[config.mk]
export PLATFORM = sky130hd
export DESIGN_NAME = debug_dump_tx
export DESIGN_NICKNAME = d
export VERILOG_FILES = /design/src/rtl/debug_dump_tx_pkg.sv /design/src/rtl/debug_dump_tx.sv
export SDC_FILE = /design/constraint.sdc
export NUM_CORES = 1
export LEC_CHECK = 0
export BUFFER_PORTS_ARGS = -buffer_cell sky130_fd_sc_hd__buf_2
export CAP_MARGIN = 20
export CORE_ASPECT_RATIO = 1.75
export CORE_MARGIN = 2
export CORE_UTILIZATION = 40
export CTS_CLUSTER_SIZE = 10
export DETAILED_ROUTE_END_ITERATION = 16
export PLACE_DENSITY = 0.71
export SLEW_MARGIN = 20
export SYNTH_ARGS = -nofsm -noshare
export SYNTH_HDL_FRONTEND = slang
export SYNTH_SLANG_ARGS = --single-unit
export TNS_END_PERCENT = 10
[constraint.sdc]
create_clock -name i_clock -period 1.8 [get_ports i_clock]
set_input_delay 0.09 -clock i_clock [delete_from_list [all_inputs] [get_ports i_clock]]
set_output_delay 0.09 -clock i_clock [all_outputs]
set_load 0.01 [all_outputs]
[src/rtl/debug_dump_tx_pkg.sv]
// Shared MIPS debug definitions: dump FSM states, dump sections and
// word/byte framing constants used by the debug dump transmitter.
package debug_dump_tx_pkg;

  localparam int unsigned BYTES_PER_WORD = 4;
  localparam int unsigned BYTE_IDX_W     = 2;
  localparam int unsigned WORD_PTR_W     = 5;

  typedef enum logic [2:0] {
    ST_IDLE  = 3'd0,
    ST_FETCH = 3'd1,
    ST_LATCH = 3'd2,
    ST_SEND  = 3'd3,
    ST_WAIT  = 3'd4,
    ST_DONE  = 3'd5
  } state_t;

  typedef enum logic [1:0] {
    SEC_PC  = 2'd0,
    SEC_REG = 2'd1,
    SEC_MEM = 2'd2
  } section_t;

endpackage

[src/rtl/debug_dump_tx.sv]
// Debug dump transmitter: on a halt pulse, streams the PC, the register file
// and the data memory to a UART transmitter, one word at a time, LSB first.
//
// Ports:
//   i_clock, i_reset      clock, synchronous active-low reset
//   i_start               halt pulse, starts a dump when idle
//   i_pc                  PC value reported first
//   o_reg_addr/i_reg_data register-file read port (data valid 1 cycle later)
//   o_mem_addr/i_mem_data data-memory read port (data valid 1 cycle later)
//   o_tx_byte/o_tx_signal byte and one-cycle transmit request to the UART
//   i_tx_done             UART byte-complete pulse
//   o_busy, o_done        dump in progress / one-cycle dump-complete pulse
module debug_dump_tx
  import debug_dump_tx_pkg::*;
#(
  parameter int unsigned DATA_WIDTH      = 32,
  parameter int unsigned DATA_WIDTH_UART = 8,
  parameter int unsigned NUM_REGS        = 32,
  parameter int unsigned NUM_MEM         = 32
) (
  input  logic                       i_clock,
  input  logic                       i_reset,
  input  logic                       i_start,
  input  logic [DATA_WIDTH-1:0]      i_pc,
  output logic [4:0]                 o_reg_addr,
  input  logic [DATA_WIDTH-1:0]      i_reg_data,
  output logic [4:0]                 o_mem_addr,
  input  logic [DATA_WIDTH-1:0]      i_mem_data,
  output logic [DATA_WIDTH_UART-1:0] o_tx_byte,
  output logic                       o_tx_signal,
  input  logic                       i_tx_done,
  output logic                       o_busy,
  output logic                       o_done
);

  localparam logic [BYTE_IDX_W-1:0] LAST_BYTE = BYTE_IDX_W'(BYTES_PER_WORD - 1);
  localparam logic [WORD_PTR_W-1:0] LAST_REG  = WORD_PTR_W'(NUM_REGS - 1);
  localparam logic [WORD_PTR_W-1:0] LAST_MEM  = WORD_PTR_W'(NUM_MEM - 1);

  state_t                     state_q, state_d;
  section_t                   sec_q, sec_d;
  logic [WORD_PTR_W-1:0]      word_q, word_d;
  logic [BYTE_IDX_W-1:0]      idx_q, idx_d;
  logic [DATA_WIDTH-1:0]      shreg_q, shreg_d;
  logic [DATA_WIDTH_UART-1:0] tx_byte_q, tx_byte_d;
  logic                       tx_signal_q, tx_signal_d;
  logic                       busy_q, busy_d;
  logic                       done_q, done_d;

  // State and output registers
  always_ff @(posedge i_clock) begin
    if (!i_reset) begin
      state_q     <= ST_IDLE;
      sec_q       <= SEC_PC;
      word_q      <= '0;
      idx_q       <= '0;
      shreg_q     <= '0;
      tx_byte_q   <= '0;
      tx_signal_q <= 1'b0;
      busy_q      <= 1'b0;
      done_q      <= 1'b0;
    end else begin
      state_q     <= state_d;
      sec_q       <= sec_d;
      word_q      <= word_d;
      idx_q       <= idx_d;
      shreg_q     <= shreg_d;
      tx_byte_q   <= tx_byte_d;
      tx_signal_q <= tx_signal_d;
      busy_q      <= busy_d;
      done_q      <= done_d;
    end
  end

  // Next-state and next-output logic; outputs are computed for the state
  // being entered so they appear registered in that state.
  always_comb begin
    state_d     = state_q;
    sec_d       = sec_q;
    word_d      = word_q;
    idx_d       = idx_q;
    shreg_d     = shreg_q;
    tx_byte_d   = tx_byte_q;
    tx_signal_d = 1'b0;
    busy_d      = busy_q;
    done_d      = 1'b0;

    case (state_q)
      ST_IDLE: begin
        if (i_start) begin
          state_d = ST_FETCH;
          busy_d  = 1'b1;
          sec_d   = SEC_PC;
          word_d  = '0;
          idx_d   = '0;
        end
      end

      // Address is already on the read ports; wait for the read data
      ST_FETCH: state_d = ST_LATCH;

      ST_LATCH: begin
        case (sec_q)
          SEC_PC:  shreg_d = i_pc;
          SEC_REG: shreg_d = i_reg_data;
          default: shreg_d = i_mem_data;
        endcase
        idx_d       = '0;
        state_d     = ST_SEND;
        tx_signal_d = 1'b1;
        tx_byte_d   = shreg_d[DATA_WIDTH_UART-1:0];
      end

      // Request cycle: a done pulse here belongs to nothing and is ignored
      ST_SEND: state_d = ST_WAIT;

      ST_WAIT: begin
        if (i_tx_done) begin
          if (idx_q != LAST_BYTE) begin
            shreg_d     = shreg_q >> DATA_WIDTH_UART;
            idx_d       = idx_q + 1'b1;
            state_d     = ST_SEND;
            tx_signal_d = 1'b1;
            tx_byte_d   = shreg_d[DATA_WIDTH_UART-1:0];
          end else begin
            state_d = ST_FETCH;
            case (sec_q)
              SEC_PC: begin
                sec_d  = SEC_REG;
                word_d = '0;
              end
              SEC_REG: begin
                if (word_q == LAST_REG) begin
                  sec_d  = SEC_MEM;
                  word_d = '0;
                end else begin
                  word_d = word_q + 1'b1;
                end
              end
              default: begin
                if (word_q == LAST_MEM) begin
                  state_d = ST_DONE;
                  busy_d  = 1'b0;
                  done_d  = 1'b1;
                end else begin
                  word_d = word_q + 1'b1;
                end
              end
            endcase
          end
        end
      end

      ST_DONE: state_d = ST_IDLE;

      default: state_d = ST_IDLE;
    endcase
  end

  // Both read ports follow the word pointer; only the active section's data is used
  assign o_reg_addr  = word_q;
  assign o_mem_addr  = word_q;
  assign o_tx_byte   = tx_byte_q;
  assign o_tx_signal = tx_signal_q;
  assign o_busy      = busy_q;
  assign o_done      = done_q;

endmodule

==> metrics.txt <==
run status finished, violations left; violated checks negative setup slack; TritonCTS buffer count 5; slack of the worst reg-to-reg path -0.05 ns; final hold violation count 0; violation count after the first detailed-route iteration between 100 and 150; Max Buffers Root-to-Sink 2; Register-to-Register Path Depth 8; overflow left after global routing 0; synth-to-layout area growth 26.5%; total routed wirelength 7550 um; post-layout worst setup margin -0.0513 ns; post-route antenna net violation count 0; net switching share of the total power 28.4%; TritonCTS sink count 47; total routing usage reported by global routing 19.8%; TritonRoute pass-1 iters 4; horizontal die dimension 68.0 um; number of maximum-capacitance violations 0; Synth async-reset ratio 0%; sequential fraction of design power 43.2%; CTS tree yes; worst slack at placement -0.0358 ns; end of the worst register-to-register path o_mem_addr[4]$_SDFFE_PN0P_; number of enable-type register cells in the synthesized netlist 0; Finished Layout Cells 533; starting utilization of the core area ~42%; nets around 550; DP HPWL about 5800 um; post-synthesis simple-gate area fraction around an eighth; vias in the first global route 2,736; Cell Chain, Critical Path ha_4 > and3_4 > ha_4 > a311o_1 > a21oi_4 > buf_4 > o2111ai_1 > a21oi_1; maximum VDD drop between 500 and 600 uV; final-report setup violation count 4; share of final-layout standard cells stronger than drive strength 1 36.3%; DRC viols 0; Clock Skew 0.00317 ns; Setup Buffers After CTS 0; setup repair after global routing missed its margin yes; share of the yosys chip area belonging to registers between 30% and 40%; Synth area leaders sky130_fd_sc_hd__dfxtp_1, sky130_fd_sc_hd__mux2i_1, sky130_fd_sc_hd__o211ai_1; crit-path max cell delay 0.35 ns; post-synthesis mux area share 11.5%; CP required about 2.0 ns; antenna diode count 0; end-of-flow core utilization 52.5%; timing-limited maximum frequency about 0.54 GHz; post-placement cell count 525; cell-internal power just under 2 mW; port bufs 120; distinct cell type count of the synthesized netlist 46; Avg Inst Size Synth 8.24 um^2; destination of the worst hold path shreg_q[30]$_SDFFE_PN0P_; Post-Route Setup TNS -0.0985 ns; number of antenna violations at the first check in global routing 0; number of vias in the routed layout 2,868; global-route wire length before repair 12,200 um; CTS Root Cell sky130_fd_sc_hd__clkbuf_16; Hold Path Class input port to flip-flop; floorplan die area 7890 um^2; post-synthesis cell type with the largest combined area sky130_fd_sc_hd__dfxtp_1; wire per inst 14.2 um; top flip-flop cell by instance count after synthesis sky130_fd_sc_hd__dfxtp_1; number of levels the H-tree was split into 2; clock period minus final worst setup slack about 1.9 ns; kind of critical path flip-flop to flip-flop; Critical Path Most Common Cell sky130_fd_sc_hd__ha_4; maximum number of pins on one net before global-route repair 52; Setup crit start kind flip-flop; startpoint of the worst register-to-register path o_mem_addr[0]$_SDFFE_PN0P_; post-synthesis net count 452; CP max stage cell sky130_fd_sc_hd__dfxtp_4; Clock power frac 32.7%; pins over their slew limit 0; post-synthesis instance area about 2900 um^2; number of storage elements in the synthesis netlist 47; Cell Area, Placed 3460 um^2; Reg clk slew, reported paths 0.06 ns; arrival time of data at the critical path endpoint 2.06 ns; biggest fanout along the worst timing path 5; max-slew headroom at the worst pin between 60% and 70%; Critical Path End Type flip-flop; CP Buf/Inv Count 1; pin slew with the least headroom to its limit 0.473 ns; Tcrit/Tclk final 103%; floorplan die height 116 um; cell family with most CP delay compound AO/OA/AOI/OAI gates; Final Hold Slack around 0.12 ns; combinational group share of total power roughly a quarter; final cell area excluding filler cells 3630 um^2; latest clock arrival within the worst-skew pair 0.28 ns; Post-synth top cells sky130_fd_sc_hd__dfxtp_1, sky130_fd_sc_hd__nand2_1, sky130_fd_sc_hd__mux2i_1, sky130_fd_sc_hd__o211ai_1, sky130_fd_sc_hd__a21oi_1; warnings from Yosys 0; IO Count roughly 120; hold path depth 3; area share of the leading cell type in the synthesized netlist 32.8%; number of vias per cell after detailed routing 5.38; Std-Cell Rows 40; hold wc startpoint i_mem_data[30]; placer's final routability congestion estimate just under 0.8; post-synthesis share of cell area spent on full adders, half adders and majority gates roughly 1.7%; Pwr per Cell Area around 760 nW/um^2; Syn Inst Count 348; compound-gate portion of the synthesized area 30.5%; final total power 2.76 mW; fraction of synthesized cell area in xor and xnor cells 0%; P_leak 1.53 nW; Std-Cell Core Area 6910 um^2; main combinational cell family by area after synthesis compound AO/OA/AOI/OAI gates; Net Switching about 780 uW
==> how the worst max path moves through the flow <==
stage / from / end / slack (ns) / depth (start not counted)
finish: o_mem_addr[0]$_SDFFE_PN0P_ / o_mem_addr[4]$_SDFFE_PN0P_ / -0.05 / 8
detailed placement: o_mem_addr[0]$_SDFFE_PN0P_ / o_mem_addr[3]$_SDFFE_PN0P_ / -0.04 / 7
floorplan: o_mem_addr[0]$_SDFFE_PN0P_ / o_mem_addr[3]$_SDFFE_PN0P_ / 0.0003 / 7
global placement: o_mem_addr[0]$_SDFFE_PN0P_ / o_mem_addr[2]$_SDFFE_PN0P_ / 0.04 / 7
global route: o_mem_addr[0]$_SDFFE_PN0P_ / o_mem_addr[4]$_SDFFE_PN0P_ / -0.1 / 8
CTS: o_mem_addr[0]$_SDFFE_PN0P_ / o_mem_addr[0]$_SDFFE_PN0P_ / -0.04 / 8
==> layout by cell type (no fill, tap or decap), drive strengths merged, types with 2 or more instances in the layout <==
master	netlist	final
nor2	5	5
clkbuf	10	5
nand2	47	47
nor2b	4	4
dfxtp	47	47
inv	1	2
ha	4	4
clkinv	1	2
a31oi	2	2
buf	35	138
a21oi	32	32
nor3b	5	5
and3	2	2
o22ai	8	8
a32o	2	2
nand2b	4	4
o21ai	52	52
and2	2	2
mux2i	33	33
nand3	3	3
o211ai	32	32
==> state kept, by name, indices dropped and copies added, names as in the netlist <==
| signal | count |
|---|---|
| shreg_q | 32 |
| o_mem_addr | 5 |
| state_q | 3 |
| idx_q | 2 |
| sec_q | 2 |
| o_busy | 1 |
| o_done | 1 |
| o_tx_signal | 1 |
==> tightest hold or removal path, cell delays in order <==
cell and delay [ns]:
sky130_fd_sc_hd__buf_2 0.07, sky130_fd_sc_hd__o211ai_1 0.07, sky130_fd_sc_hd__o22ai_1 0.13
==> kinds of logic (layout without fill, tap and decap cells) <==
| kind of cell | Yosys count | in the layout |
|---|---|---|
| AOI/OAI and AO/OA | 141 | 141 |
| and+or+nand+nor | 76 | 76 |
| DFF | 47 | 47 |
| buffers and inverters | 47 | 148 |
| muxes | 33 | 33 |
| adders and majority gates | 4 | 4 |
==> cell type report <==
type                    count  area, um^2
inverters                   2        7.51
clock buffers               5         125
fillers                   681        3280
flip-flops and latches     47         948
multi-input cells         254        1670
repair buffers            138         752
well taps                  84         105
clock inverters             3        18.8
==> power by group through the flow <==
stage	sequential (mW)	clock, mW	combinational [mW]
4_1_cts	1.19	0.929	0.668
5_1_grt	1.20	0.977	0.743
3_3_place_gp	1.21	0	0.651
3_5_place_dp	1.21	0	0.663
2_1_floorplan	1.20	0	0.476
6_report	1.19	0.903	0.665
==> what timing repair did <==
| action | 4_1_cts | 5_1_grt |
|---|---|---|
| hold buffers | 0 | 0 |
| resized for setup | 1 | 5 |
| pin swaps | 0 | 4 |
| setup endpoints to repair | 5 | 8 |
==> routing by layer <==
| metal | track usage, % | routed length (um) | share of wire (%) | vias to the layer above |
|---|---|---|---|---|
| li1 | - | - | - | 1466 |
| met1 | 21.8 | 2940 | 39 | 1298 |
| met2 | 37.3 | 4030 | 53 | 94 |
| met3 | 2.91 | 475 | 6.3 | 10 |
| met4 | 6.40 | 112 | 1.5 | 0 |
| met5 | 0 | 0 | 0 | - |
Power figures use the tool's default switching activity.
